--- src/rtl/fft_input_loader_if.sv ---
// Sample stream and input-RAM write bus between the FFT input loader (master)
// and the FFT core / upstream source (slave).
interface fft_input_loader_if #(
    parameter int IDWL = 16,
    parameter int IWL  = 32,
    parameter int AWL  = 5
);
    logic            i_S_VALID;
    logic            o_S_READY;
    logic [IDWL-1:0] i_S_RE;
    logic [IDWL-1:0] i_S_IM;
    logic            i_S_LAST;
    logic [IWL-1:0]  o_A_DATA;
    logic [IWL-1:0]  o_B_DATA;
    logic [AWL-1:0]  o_A_ADDR;
    logic [AWL-1:0]  o_B_ADDR;
    logic            o_RAM_Wr;
    logic            o_START;
    logic            i_RAM_BLOCK;
    logic            o_FRAME_ERR;
    logic [15:0]     o_FRAME_CNT;

    modport master (
        input  i_S_VALID, i_S_RE, i_S_IM, i_S_LAST, i_RAM_BLOCK,
        output o_S_READY, o_A_DATA, o_B_DATA, o_A_ADDR, o_B_ADDR,
        output o_RAM_Wr, o_START, o_FRAME_ERR, o_FRAME_CNT
    );

    modport slave (
        output i_S_VALID, i_S_RE, i_S_IM, i_S_LAST, i_RAM_BLOCK,
        input  o_S_READY, o_A_DATA, o_B_DATA, o_A_ADDR, o_B_ADDR,
        input  o_RAM_Wr, o_START, o_FRAME_ERR, o_FRAME_CNT
    );
endinterface

--- src/rtl/fft_input_loader.sv ---
// Packs complex samples into {re, im} words and writes them pairwise into the
// FFT core's dual-port input RAM, then pulses START for each complete frame.
module fft_input_loader #(
    parameter int IDWL        = 16,
    parameter int IWL         = 32,
    parameter int AWL         = 5,
    parameter int BIT_REVERSE = 0
) (
    input  logic CLK,
    input  logic RST,
    input  logic EN,
    fft_input_loader_if.master bus
);

    generate
        if (IWL != 2 * IDWL) begin : g_bad_width
            $error("fft_input_loader: IWL must equal 2*IDWL");
        end
    endgenerate

    localparam logic [AWL-1:0] N_LAST = '1;

    // LAST_WR covers the cycle in which the final pair is being written, so
    // START lands exactly one cycle after the last write strobe.
    typedef enum logic [2:0] {
        FILL,
        LAST_WR,
        LAUNCH,
        WAIT_HI,
        WAIT_LO
    } state_t;

    state_t state, state_nxt;

    logic [AWL-1:0] n_q;
    logic [IWL-1:0] hold_word_p0;
    logic [AWL-1:0] hold_addr_p0;
    logic [IWL-1:0] a_data_p1;
    logic [IWL-1:0] b_data_p1;
    logic [AWL-1:0] a_addr_p1;
    logic [AWL-1:0] b_addr_p1;
    logic           vld_p1;
    logic           err_p1;
    logic [15:0]    frame_cnt;

    logic           hs;
    logic           early_last;
    logic           frame_end;
    logic [IWL-1:0] word;
    logic [AWL-1:0] addr;

    function automatic logic [AWL-1:0] map_addr(input logic [AWL-1:0] idx);
        logic [AWL-1:0] rev;
        for (int i = 0; i < AWL; i++) begin
            rev[i] = idx[AWL-1-i];
        end
        return (BIT_REVERSE != 0) ? rev : idx;
    endfunction

    assign bus.o_S_READY = RST & EN & ~bus.i_RAM_BLOCK & (state == FILL);
    assign hs            = bus.i_S_VALID & bus.o_S_READY;
    assign early_last    = bus.i_S_LAST & (n_q != N_LAST);
    assign frame_end     = hs & ~early_last & (n_q == N_LAST);
    assign word          = {bus.i_S_RE[IDWL-1:0], bus.i_S_IM[IDWL-1:0]};
    assign addr          = map_addr(n_q);

    always_ff @(posedge CLK or negedge RST) begin
        if (!RST) begin
            state <= FILL;
        end else begin
            state <= state_nxt;
        end
    end

    always_comb begin
        state_nxt = state;
        if (EN) begin
            case (state)
                FILL:    if (frame_end) state_nxt = LAST_WR;
                LAST_WR: state_nxt = LAUNCH;
                LAUNCH:  state_nxt = WAIT_HI;
                WAIT_HI: if (bus.i_RAM_BLOCK) state_nxt = WAIT_LO;
                WAIT_LO: if (!bus.i_RAM_BLOCK) state_nxt = FILL;
                default: state_nxt = FILL;
            endcase
        end
    end

    always_ff @(posedge CLK or negedge RST) begin
        if (!RST) begin
            n_q          <= '0;
            hold_word_p0 <= '0;
            hold_addr_p0 <= '0;
            a_data_p1    <= '0;
            b_data_p1    <= '0;
            a_addr_p1    <= '0;
            b_addr_p1    <= '0;
            vld_p1       <= 1'b0;
            err_p1       <= 1'b0;
            frame_cnt    <= '0;
        end else if (EN) begin
            vld_p1 <= 1'b0;
            err_p1 <= 1'b0;
            if (state == LAUNCH) begin
                frame_cnt <= frame_cnt + 16'd1;
            end
            if (hs) begin
                if (early_last) begin
                    // Abort: a half-filled pair is never written.
                    n_q          <= '0;
                    hold_word_p0 <= '0;
                    hold_addr_p0 <= '0;
                    err_p1       <= 1'b1;
                end else if (!n_q[0]) begin
                    // stage p0: even sample waits for its odd partner
                    hold_word_p0 <= word;
                    hold_addr_p0 <= addr;
                    n_q          <= n_q + AWL'(1);
                end else begin
                    // stage p1: pair presented to both RAM ports
                    a_data_p1 <= hold_word_p0;
                    a_addr_p1 <= hold_addr_p0;
                    b_data_p1 <= word;
                    b_addr_p1 <= addr;
                    vld_p1    <= 1'b1;
                    n_q       <= n_q + AWL'(1);
                end
            end
        end
    end

    assign bus.o_A_DATA    = a_data_p1;
    assign bus.o_B_DATA    = b_data_p1;
    assign bus.o_A_ADDR    = a_addr_p1;
    assign bus.o_B_ADDR    = b_addr_p1;
    assign bus.o_RAM_Wr    = vld_p1 & EN;
    assign bus.o_START     = (state == LAUNCH) & EN;
    assign bus.o_FRAME_ERR = err_p1 & EN;
    assign bus.o_FRAME_CNT = frame_cnt;

endmodule

--- src/flat_wrapper.sv ---
// flat-port wrapper written by rule: the top's interface ports become plain ports
module fft_input_loader_flat 
#(
    parameter int IDWL        = 16,
    parameter int IWL         = 32,
    parameter int AWL         = 5,
    parameter int BIT_REVERSE = 0
)
  (CLK, RST, EN, bus_i_S_VALID, bus_i_S_RE, bus_i_S_IM, bus_i_S_LAST, bus_i_RAM_BLOCK, bus_o_S_READY, bus_o_A_DATA, bus_o_B_DATA, bus_o_A_ADDR, bus_o_B_ADDR, bus_o_RAM_Wr, bus_o_START, bus_o_FRAME_ERR, bus_o_FRAME_CNT);
  fft_input_loader_if #(.IDWL(IDWL), .IWL(IWL), .AWL(AWL)) bus_i ();
  input  logic CLK;
  input  logic RST;
  input  logic EN;
  input wire logic [$bits(bus_i.i_S_VALID)-1:0] bus_i_S_VALID;
  input wire logic [$bits(bus_i.i_S_RE)-1:0] bus_i_S_RE;
  input wire logic [$bits(bus_i.i_S_IM)-1:0] bus_i_S_IM;
  input wire logic [$bits(bus_i.i_S_LAST)-1:0] bus_i_S_LAST;
  input wire logic [$bits(bus_i.i_RAM_BLOCK)-1:0] bus_i_RAM_BLOCK;
  output wire logic [$bits(bus_i.o_S_READY)-1:0] bus_o_S_READY;
  output wire logic [$bits(bus_i.o_A_DATA)-1:0] bus_o_A_DATA;
  output wire logic [$bits(bus_i.o_B_DATA)-1:0] bus_o_B_DATA;
  output wire logic [$bits(bus_i.o_A_ADDR)-1:0] bus_o_A_ADDR;
  output wire logic [$bits(bus_i.o_B_ADDR)-1:0] bus_o_B_ADDR;
  output wire logic [$bits(bus_i.o_RAM_Wr)-1:0] bus_o_RAM_Wr;
  output wire logic [$bits(bus_i.o_START)-1:0] bus_o_START;
  output wire logic [$bits(bus_i.o_FRAME_ERR)-1:0] bus_o_FRAME_ERR;
  output wire logic [$bits(bus_i.o_FRAME_CNT)-1:0] bus_o_FRAME_CNT;
  assign bus_i.i_S_VALID = bus_i_S_VALID;
  assign bus_i.i_S_RE = bus_i_S_RE;
  assign bus_i.i_S_IM = bus_i_S_IM;
  assign bus_i.i_S_LAST = bus_i_S_LAST;
  assign bus_i.i_RAM_BLOCK = bus_i_RAM_BLOCK;
  assign bus_o_S_READY = bus_i.o_S_READY;
  assign bus_o_A_DATA = bus_i.o_A_DATA;
  assign bus_o_B_DATA = bus_i.o_B_DATA;
  assign bus_o_A_ADDR = bus_i.o_A_ADDR;
  assign bus_o_B_ADDR = bus_i.o_B_ADDR;
  assign bus_o_RAM_Wr = bus_i.o_RAM_Wr;
  assign bus_o_START = bus_i.o_START;
  assign bus_o_FRAME_ERR = bus_i.o_FRAME_ERR;
  assign bus_o_FRAME_CNT = bus_i.o_FRAME_CNT;
  fft_input_loader #(.IDWL(IDWL), .IWL(IWL), .AWL(AWL), .BIT_REVERSE(BIT_REVERSE)) u_core (.CLK(CLK), .RST(RST), .EN(EN), .bus(bus_i));
endmodule
--- config.mk ---
export PLATFORM = sky130hd
export DESIGN_NAME = fft_input_loader_flat
export DESIGN_NICKNAME = d
export VERILOG_FILES = /design/src/rtl/fft_input_loader_if.sv /design/src/rtl/fft_input_loader.sv /design/src/flat_wrapper.sv
export SDC_FILE = /design/constraint.sdc
export NUM_CORES = 1
export LEC_CHECK = 0
export BUFFER_PORTS_ARGS = -buffer_cell sky130_fd_sc_hd__clkbuf_2
export CELL_PAD_IN_SITES_DETAIL_PLACEMENT = 1
export CELL_PAD_IN_SITES_GLOBAL_PLACEMENT = 2
export CORE_MARGIN = 2
export CORE_UTILIZATION = 39
export CTS_CLUSTER_SIZE = 16
export DETAILED_ROUTE_END_ITERATION = 7
export GPL_ROUTABILITY_DRIVEN = 1
export HOLD_SLACK_MARGIN = 0.15
export PLACE_DENSITY_LB_ADDON = 0.1
export SYNTH_ARGS = -nofsm -noshare
export SYNTH_HDL_FRONTEND = slang
export SYNTH_SLANG_ARGS = --single-unit
--- constraint.sdc ---
create_clock -name CLK -period 5.7 [get_ports CLK]
set_input_delay 0.57 -clock CLK [delete_from_list [all_inputs] [get_ports CLK]]
set_output_delay 0.57 -clock CLK [all_outputs]
set_load 0.02 [all_outputs]
==> flow_metrics.tcl, run 1 <==
set metrics [dict create \
    crit_required_ns 6.00 \
    antenna-diode-count 0 \
    cp-start-kind "primary input" \
    dr_total_vias 3427 \
    layout-drive-gt1-share_pct 47.4 \
    die_width_um 123 \
    area_growth_syn_to_layout_pct 25.2 \
    rr_endpoint "u_core.bus.o_A_DATA[15]$_DFFE_PN0P_" \
    crit_fanout 56 \
    initial_core_util_pct 39.9 \
    postCtsHoldBufs 1 \
    first_global_vias 3596 \
    post_synthesis_instance_area_um2 5510 \
    path_class "in -> reg" \
    report.final.setup_viol 0 \
    die_area_um2 15100 \
    insertion_delay_ns 0.42 \
    p_leak_nw 3.80 \
    timing.hold.worst_path_depth 2 \
    grt_remaining_overflow 0 \
    htree_num_levels 4 \
    post_cts_resized 0 \
    synth_cells 360 \
    comb_power_share_pct 12.1 \
    finalCriticalPeriod_ns 3.53 \
    timing.critical_path.slowest_stage_cell "sky130_fd_sc_hd__buf_4" \
    synth_area_leader_cell "sky130_fd_sc_hd__dfrtp_1" \
    final_gp_congestion 0.730 \
    maxSlewViolCount 0 \
    hold_class "in -> reg" \
    initialDrtViolationCount 139 \
    dp.final_hpwl_um 7850 \
    min_delay_worst_endpoint "u_core.hold_word_p0[28]$_DFFE_PN0P_" \
    timing.max_cap.violations 0 \
    ys_ff_latch 135 \
    grtUsageTotal_pct 17.2 \
    finalCritPeriodShare_pct 61.9 \
    hold_viol 0 \
    timing.critical_path.cells "dlygate4sd3_1, buf_6, nor4b_4, and4b_1, nand3_4, buf_4, mux2_4" \
    power.switching_fraction_pct 25.2 \
    worstPathArrival_ns 3.83 \
    post_synth_main_area_contributors "sky130_fd_sc_hd__dfrtp_1, sky130_fd_sc_hd__mux2_4, sky130_fd_sc_hd__a22o_1, sky130_fd_sc_hd__mux2_2, sky130_fd_sc_hd__buf_6" \
    max_slew_margin_pct 33.2 \
    fmax_mhz 284 \
    fp.dieH_um 123 \
    hold_path.startpoint "bus_i_S_RE[12]" \
    grt_max_degree 82 \
    design_power_total_mw 2.62 \
    placementRows 43 \
    post_cts_buffers 0 \
    num-nets-final 536 \
    rsz0062_at_grt "false" \
    ctsLongestPathBuffers 2 \
    vdd_ir_drop_max_mv 0.201 \
    crit_family "buffers and inverters" \
    worstSetupEndpointType "flop" \
    power.clock.fraction_pct 42.6 \
    finalWirelength_um 12100 \
    clock_tree_from_tritoncts "built" \
    power.density_cell_area_nw_per_um2 379 \
    drcViolationCount 0 \
    dominantRegCellSynth "sky130_fd_sc_hd__dfrtp_1" \
    detail_route.first_pass.iterations 4 \
    cts_num_sinks 135 \
    ff2ff_setup_slack_ns 2.44 \
    cts_root_buf "sky130_fd_sc_hd__clkbuf_16" \
    numCtsBuffers 17 \
    post_synth.cell_area_avg_um2 15.3 \
    outcome "finished clean" \
    grt_pass1_wl_um 19500 \
    wl_per_cell_um 17.6 \
    worstRegToRegCells 7 \
    synthesis.yosys.warnings 0 \
    antenna_found_initial 0 \
    net-switching-power_uw 658 \
    ant_nets 0 \
    post-synth-top-count-cell "sky130_fd_sc_hd__dfrtp_1" \
    max_slew.worst_pin.slew_ns 1.00 \
    sequentialPowerShare_pct 45.3 \
    syn-num-nets 401 \
    post_route_setup_tns_ns 0 \
    peak_per_stage_delay_on_the_critical_path_ns 0.58 \
    floorplan.io_pins 132 \
    seq_area_frac_synth_pct 61.3 \
    number_of_flops_mapped_to_enable_cells_by_yosys 0 \
    design_area_um2 6900 \
    ys_types 37 \
    crit-reg2reg-launch "u_core.addr[0]$_DFFE_PN0P_" \
    core_area_um2 13800 \
    final_clock_skew_ns 0.00499 \
    crit_buf_inv 3 \
    place_area_um2 6290 \
    synth_top_cells_by_count "sky130_fd_sc_hd__dfrtp_1, sky130_fd_sc_hd__mux2_4, sky130_fd_sc_hd__a22o_1" \
    dr_vias_cell 4.98 \
    clk_pin_slew_worst_paths_ns 0.06 \
    io_buffers 130 \
    intPower_mw 1.96 \
    synth.top_cell.area_share_pct 61.3 \
    whs_ns 0.385 \
    async_reset_ff_share_pct 100 \
]
metrics by stage:
stage	instances	utilization, %	setup slack [ns]
floorplan	360	-	3.59
global placement	655	45.5	2.28
detailed placement	655	45.5	2.22
CTS	688	49.9	2.10
global route	688	49.9	1.94
finish	688	49.9	2.17
worst max path at each step:
stage | start | end | slack, ns | depth (start not counted)
after floorplan | u_core.addr[0]$_DFFE_PN0P_ | u_core.bus.o_A_ADDR[1]$_DFFE_PN0P_ | 3.59 | 8
after global placement | RST | u_core.bus.o_B_DATA[16]$_DFFE_PN0P_ | 2.28 | 6
after detailed placement | RST | u_core.bus.o_A_DATA[18]$_DFFE_PN0P_ | 2.22 | 6
after CTS | RST | u_core.bus.o_A_DATA[29]$_DFFE_PN0P_ | 2.10 | 7
after global routing | RST | u_core.bus.o_B_DATA[19]$_DFFE_PN0P_ | 1.94 | 7
final | RST | u_core.bus.o_B_DATA[27]$_DFFE_PN0P_ | 2.17 | 7
area by class of cell:
| cell class | instances | area [um^2] |
|---|---|---|
| clock buffer | 24 | 482 |
| fill | 1421 | 6930 |
| inverter | 5 | 18.8 |
| multi-input combinational | 200 | 1970 |
| clock inverter | 8 | 120 |
| tap | 180 | 225 |
| timing repair buffer | 136 | 704 |
| sequential | 135 | 3380 |
cell usage in the layout (no fill, tap or decap), drive strengths merged, types with 5 or more instances in the layout:
cell	netlist	routed
xor2	5	5
and3	6	6
nand3	13	13
xnor2	10	10
inv	5	5
dfrtp	135	135
o21ai	5	5
mux2	73	73
nand2	11	11
buf	15	6
nor3	5	5
a22o	36	36
clkbuf	5	153
power groups by stage:
stage	Combinational [mW]	Sequential [mW]	Clock, mW
4_1_cts	0.322	1.19	1.14
5_1_grt	0.350	1.21	1.19
6_report	0.317	1.19	1.11
3_5_place_dp	0.318	1.20	0
3_3_place_gp	0.315	1.19	0
2_1_floorplan	0.180	1.21	0
layer usage:
layer	GRT usage, %	vias up	routed length, um
met5	0	-	0
met1	23.5	1757	5570
met4	6.47	0	203
li1	-	1567	-
met2	25.4	86	5770
met3	5.76	17	596
cells by family after synthesis:
family,count (synthesis),synth area share (%)
DFF,135,61.3
and+or+nand+nor,57,6.33
AOI/OAI and AO/OA,51,7.33
xor gates and xnor gates,15,2.38
adders and majority gates,3,0.681
muxes,73,18.9
other,1,0.0680
buffers and inverters,25,3.04
flip-flops by register name, indices dropped and copies added (netlist names):
name and cells:
u_core.hold_addr_p0 4, u_core.state 3, u_core.bus.o_B_ADDR 5, u_core.vld_p1 1, u_core.bus.o_A_DATA 32, u_core.bus.o_A_ADDR 4
u_core.err_p1 1, u_core.bus.o_FRAME_CNT 16, u_core.addr 5, u_core.bus.o_B_DATA 32, u_core.hold_word_p0 32
Power figures use the tool's default switching activity.
==> run 2: changes to the inputs <==
--- a/config.mk
+++ b/config.mk
@@ -9,7 +9,7 @@
 export CELL_PAD_IN_SITES_DETAIL_PLACEMENT = 1
 export CELL_PAD_IN_SITES_GLOBAL_PLACEMENT = 2
 export CORE_MARGIN = 2
-export CORE_UTILIZATION = 39
+export CORE_UTILIZATION = 37
 export CTS_CLUSTER_SIZE = 16
 export DETAILED_ROUTE_END_ITERATION = 7
 export GPL_ROUTABILITY_DRIVEN = 1
==> constraint.sdc (replaced) <==
create_clock -name CLK -period 3.3 [get_ports CLK]
set_input_delay 0.33 -clock CLK [delete_from_list [all_inputs] [get_ports CLK]]
set_output_delay 0.33 -clock CLK [all_outputs]
set_load 0.02 [all_outputs]
==> run 2 against run 1 <==
  * Clock power rose by 67%
  * First-iteration DRC count rose by 2.2%
  * Design area rose by 3.2%
  * Register-to-register slack got worse by 1.8 ns
  * Via count rose by 1.8%
  * Flip-flop and latch count did not move
  * Setup slack got worse by 1.5 ns
  * Clock skew rose by 0.0059 ns
  * Routed wire length rose by 0.60%
  * Critical endpoint is now u_core.bus.o_A_DATA[11]$_DFFE_PN0P_
  * Largest cell class unchanged
  * Largest power group unchanged
==> flow_metrics.tcl, run 2 (synthesized netlist as in run 1, its figures left out) <==
set metrics [dict create \
    path_class "reg -> reg" \
    rsz0062_at_grt "false" \
    finalCriticalPeriod_ns 2.62 \
    ant_nets 0 \
    cts_root_buf "sky130_fd_sc_hd__clkbuf_16" \
    sequentialPowerShare_pct 45.8 \
    core_area_um2 14500 \
    place_area_um2 6340 \
    wl_per_cell_um 17.2 \
    antenna_found_initial 0 \
    report.final.setup_viol 0 \
    fmax_mhz 381 \
    p_leak_nw 3.88 \
    fp.dieH_um 126 \
    outcome "finished clean" \
    intPower_mw 3.30 \
    grtUsageTotal_pct 16.3 \
    crit_fanout 31 \
    placementRows 44 \
    timing.max_cap.violations 0 \
    area_growth_syn_to_layout_pct 29.2 \
    cp-start-kind "flop" \
    post_route_setup_tns_ns 0 \
    numCtsBuffers 17 \
    dr_total_vias 3489 \
    clock_tree_from_tritoncts "built" \
    hold_class "in -> reg" \
    design_area_um2 7120 \
    dr_vias_cell 4.90 \
    die_width_um 126 \
    layout.cells.non_filler 712 \
    comb_power_share_pct 12.7 \
    num-nets-final 556 \
    worstPathArrival_ns 2.92 \
    net-switching-power_mw 1.16 \
    cts_num_sinks 135 \
    ctsLongestPathBuffers 2 \
    first_global_vias 3757 \
    dpl.cell_count 660 \
    drcViolationCount 0 \
    io_buffers 130 \
    initialDrtViolationCount 142 \
    worstSetupEndpointType "flop" \
    power.density_cell_area_nw_per_um2 626 \
    maxSlewViolCount 0 \
    max_slew.worst_pin.slew_ns 0.751 \
    dp.final_hpwl_um 7690 \
    die_area_um2 15900 \
    hold_viol 0 \
    initial_core_util_pct 37.9 \
    final_gp_congestion 0.753 \
    crit_required_ns 3.59 \
    most-common-layout-cells "sky130_fd_sc_hd__dfrtp_1, sky130_fd_sc_hd__clkbuf_2, sky130_fd_sc_hd__mux2_4" \
    power.switching_fraction_pct 26.0 \
    detail_route.first_pass.iterations 6 \
    htree_num_levels 4 \
    final_clock_skew_ns 0.0108 \
    finalWirelength_um 12200 \
    vdd_ir_drop_max_mv 0.359 \
    most_common_library_cell_in_the_layout_ignoring_fill_and_taps "sky130_fd_sc_hd__dfrtp_1" \
    layout-drive-gt1-share_pct 46.6 \
    antenna-diode-count 0 \
    post_cts_buffers 0 \
    finalCritPeriodShare_pct 79.5 \
    grt_pass1_wl_um 20500 \
    finalCoreUtilization_pct 49.0 \
    insertion_delay_ns 0.42 \
    power.clock.fraction_pct 41.4 \
    grt_remaining_overflow 0 \
    floorplan.io_pins 132 \
    grt_max_degree 136 \
    design_power_total_mw 4.46 \
    max_slew_margin_pct 49.9 \
    clk_pin_slew_worst_paths_ns 0.06 \
]
## run 2: changes by cell type in the layout (fill, tap and decap cells not counted)
cell and delta:
sky130_fd_sc_hd__clkinv_2 +2, sky130_fd_sc_hd__clkbuf_1 -4, sky130_fd_sc_hd__dlygate4sd3_1 +19, sky130_fd_sc_hd__bufinv_16 -1
sky130_fd_sc_hd__clkinvlp_4 +4, sky130_fd_sc_hd__buf_4 -2, sky130_fd_sc_hd__buf_12 +3, sky130_fd_sc_hd__clkbuf_8 -1
## run 2: metal layers
metal / wire [um] / up-vias / track usage [%]
met2: 5710 / 83 / 24.0
met5: 0 / - / 0
met4: 167 / 0 / 6.21
met3: 564 / 15 / 4.80
met1: 5770 / 1780 / 22.9
li1: - / 1611 / -
## run 2: per-stage QoR
step	setup slack (ns)	hold WS, ns
floorplan	1.19	0.0344
global placement	0.750	0.456
detailed placement	0.698	0.468
CTS	0.648	0.151
global route	0.527	0.155
finish	0.676	0.165
## run 2: power groups by stage
stage,combinational [mW],clock (mW),sequential (mW)
6_report,0.567,1.85,2.04
5_1_grt,0.629,1.97,2.08
4_1_cts,0.577,1.91,2.04
3_3_place_gp,0.542,0,2.06
3_5_place_dp,0.551,0,2.07
2_1_floorplan,0.311,0,2.09
## run 2: cell type report
cell class	instances	area [um^2]
clock buffer	19	453
clock inverter	13	130
fill	1501	7410
inverter	5	18.8
multi-input combinational	200	1970
sequential	135	3380
tap	184	230
timing repair buffer	156	940
## run 2: path summary, 6_finish.rpt
path,startpoint,endpoint,slack [ns],cells past startpoint
hold reg to reg,u_core.bus.o_FRAME_CNT[15]$_DFFE_PN0P_,u_core.bus.o_FRAME_CNT[15]$_DFFE_PN0P_,0.47,1
setup reg to reg,u_core.addr[0]$_DFFE_PN0P_,u_core.bus.o_A_DATA[11]$_DFFE_PN0P_,0.68,7
setup / recovery,u_core.addr[0]$_DFFE_PN0P_,u_core.bus.o_A_DATA[11]$_DFFE_PN0P_,0.68,7
hold / removal,bus_i_S_IM[15],u_core.hold_word_p0[15]$_DFFE_PN0P_,0.16,2
max in group asynchronous,RST,u_core.hold_word_p0[1]$_DFFE_PN0P_,2.14,3
min in group asynchronous,RST,u_core.bus.o_FRAME_CNT[15]$_DFFE_PN0P_,0.59,3
## run 2: critical path, stage by stage (launching register included)
cell and delay, ns:
sky130_fd_sc_hd__dfrtp_1 0.48, sky130_fd_sc_hd__ha_1 0.27, sky130_fd_sc_hd__and3_1 0.19, sky130_fd_sc_hd__ha_1 0.20, sky130_fd_sc_hd__nand2b_1 0.29, sky130_fd_sc_hd__nand3_4 0.38, sky130_fd_sc_hd__buf_12 0.28, sky130_fd_sc_hd__mux2_2 0.37
## run 2: timing repair
| action | CTS | global route |
|---|---|---|
| hold buffers | 20 | 0 |
| resized for setup | 0 | 0 |
| endpoints found under the hold margin | 161 | 0 |
==> run 3: changes to the inputs <==
==> constraint.sdc (replaced) <==
create_clock -name CLK -period 2.65 [get_ports CLK]
set_input_delay 0.265 -clock CLK [delete_from_list [all_inputs] [get_ports CLK]]
set_output_delay 0.265 -clock CLK [all_outputs]
set_load 0.02 [all_outputs]
==> run 3 against run 2 <==
  * Clock power grew 23%
  * Critical path type unchanged
  * Largest power group unchanged
  * Hold slack gained 0.060 ns
  * Highest routed layer unchanged
  * Register-to-register slack lost 0.37 ns
  * Critical endpoint is now u_core.bus.o_A_DATA[14]$_DFFE_PN0P_
  * Global-route usage grew 0.13 points
  * Largest cell class unchanged
  * Clock-buffer cell count grew 3
  * Core utilization grew 0.90 points
  * Cell count grew 2.1%
==> flow_metrics.tcl, run 3 (synthesized netlist as in run 1, its figures left out) <==
set metrics [dict create \
    dr_vias_cell 4.90 \
    p_leak_nw 3.96 \
    die_area_um2 15900 \
    initialDrtViolationCount 170 \
    timing.critical_path.slowest_stage_cell "sky130_fd_sc_hd__dfrtp_1" \
    post_cts_buffers 0 \
    antenna_found_initial 0 \
    floorplan.io_pins 132 \
    die_width_um 126 \
    fp.dieH_um 126 \
    max_slew.worst_pin.slew_ns 0.771 \
    dpl.cell_count 663 \
    layout.cells.non_filler 727 \
    ff2ff_setup_slack_ns 0.30 \
    dp_slack_ns 0.322 \
    clock_tree_from_tritoncts "built" \
    crit_fanout 43 \
    ant_nets 0 \
    post_route_setup_tns_ns 0 \
    htree_num_levels 4 \
    worstSetupPathDepth 7 \
    min_delay_worst_endpoint "u_core.state[0]$_DFFE_PN0P_" \
    rr_endpoint "u_core.bus.o_A_DATA[14]$_DFFE_PN0P_" \
    most-common-layout-cells "sky130_fd_sc_hd__dfrtp_1, sky130_fd_sc_hd__clkbuf_2, sky130_fd_sc_hd__mux2_4" \
    drcViolationCount 0 \
    sequentialPowerShare_pct 45.5 \
    net-switching-power_mw 1.42 \
    grt_max_degree 61 \
    post_cts_resized 0 \
    layout-drive-gt1-share_pct 45.3 \
    whs_ns 0.224 \
    report.final.setup_viol 0 \
    power.density_cell_area_nw_per_um2 767 \
    design_area_um2 7250 \
    crit_family "simple AND/OR/NAND/NOR gates" \
    cp-start-kind "flop" \
    grtUsageTotal_pct 16.4 \
    comb_power_share_pct 13.5 \
    crit_required_ns 2.95 \
    detail_route.first_pass.iterations 4 \
    crit_buf_inv 1 \
    timing.hold.worst_path_depth 2 \
    initial_core_util_pct 37.9 \
    layout.filler_cells 1498 \
    antenna-diode-count 0 \
    finalCritPeriodShare_pct 88.5 \
    fmax_mhz 426 \
    hold_class "in -> reg" \
    worstRegToRegCells 7 \
    hold_viol 0 \
    dp.final_hpwl_um 7930 \
    final_gp_congestion 0.767 \
    worstSetupEndpointType "flop" \
    cp_common_cell "sky130_fd_sc_hd__ha_1" \
    rsz0062_at_grt "false" \
    power.switching_fraction_pct 25.4 \
    area_growth_syn_to_layout_pct 31.6 \
    clk_pin_slew_worst_paths_ns 0.06 \
    maxSlewViolCount 0 \
    most_common_library_cell_in_the_layout_ignoring_fill_and_taps "sky130_fd_sc_hd__dfrtp_1" \
    finalWirelength_um 12400 \
    dr_total_vias 3560 \
    finalCoreUtilization_pct 49.9 \
    first_global_vias 3788 \
    ctsLongestPathBuffers 2 \
    crit-reg2reg-launch "u_core.addr[1]$_DFFE_PN0P_" \
    io_buffers 130 \
    num-nets-final 572 \
    worstPathArrival_ns 2.64 \
    place_area_um2 6350 \
    core_area_um2 14500 \
    grt_remaining_overflow 0 \
    cts_root_buf "sky130_fd_sc_hd__clkbuf_16" \
    max_slew_margin_pct 48.6 \
    cts_num_sinks 135 \
    peak_per_stage_delay_on_the_critical_path_ns 0.43 \
    outcome "finished clean" \
    timing.max_cap.violations 0 \
    numCtsBuffers 17 \
    finalCriticalPeriod_ns 2.35 \
    vdd_ir_drop_max_mv 0.472 \
    grt_pass1_wl_um 20600 \
    hold_path.startpoint "EN" \
    wl_per_cell_um 17.1 \
    startpoint "u_core.addr[1]$_DFFE_PN0P_" \
    path_class "reg -> reg" \
    design_power_total_mw 5.56 \
    final_clock_skew_ns 0.0133 \
    power.clock.fraction_pct 41.0 \
    insertion_delay_ns 0.42 \
    placementRows 44 \
    setup_ws_ns 0.305 \
    timing.critical_path.cells "ha_1, and3_1, ha_1, nand2b_1, nand3_4, buf_12, mux2_2" \
    intPower_mw 4.15 \
]
[run 3: worst register-to-register path: cells and delay by family (launching register included)]
family                   cells  cell delay, ns
AND/OR/NAND/NOR              3            0.65
adder cells (fa/ha/maj)      2            0.45
multiplexers                 1            0.44
flip-flops                   1            0.43
buffers and inverters        1            0.29
[run 3: power by group through the flow]
stage,registers [mW],logic (mW),clock network (mW)
final,2.53,0.753,2.28
after global routing,2.58,0.830,2.45
after CTS,2.53,0.766,2.36
after detailed placement,2.56,0.722,0
after global placement,2.55,0.704,0
after floorplan,2.61,0.388,0
[run 3: cell type report]
cell class / count / area (um^2) / area share, %
clock inverters: 9 / 100 / 1.38
clock buffers: 22 / 474 / 6.54
repair buffers: 172 / 1080 / 14.9
multi-input cells: 200 / 1970 / 27.2
flip-flops and latches: 135 / 3380 / 46.6
inverters: 5 / 18.8 / 0.259
well taps: 184 / 230 / 3.17
[run 3: worst max-delay path by stage]
stage | endpoint | slack (ns)
3_3_place_gp | u_core.bus.o_A_DATA[15]$_DFFE_PN0P_ | 0.38
4_1_cts | u_core.bus.o_A_DATA[16]$_DFFE_PN0P_ | 0.30
3_5_place_dp | u_core.bus.o_A_DATA[16]$_DFFE_PN0P_ | 0.32
5_1_grt | u_core.bus.o_A_DATA[14]$_DFFE_PN0P_ | 0.20
6_report | u_core.bus.o_A_DATA[14]$_DFFE_PN0P_ | 0.30
2_1_floorplan | u_core.bus.o_A_ADDR[1]$_DFFE_PN0P_ | 0.54
[run 3: layer usage]
layer | part of all wire (%) | track usage, % | vias to the layer above
met5 | 0 | 0 | -
met4 | 1.4 | 5.56 | 0
met1 | 46 | 22.7 | 1828
li1 | - | - | 1631
met2 | 48 | 24.6 | 88
met3 | 4.7 | 5.31 | 13
[run 3: what timing repair did]
| item | CTS | global route |
|---|---|---|
| endpoints found under the setup margin | 0 | 0 |
| endpoints found under the hold margin | 80 | 0 |
| hold buffers | 33 | 0 |
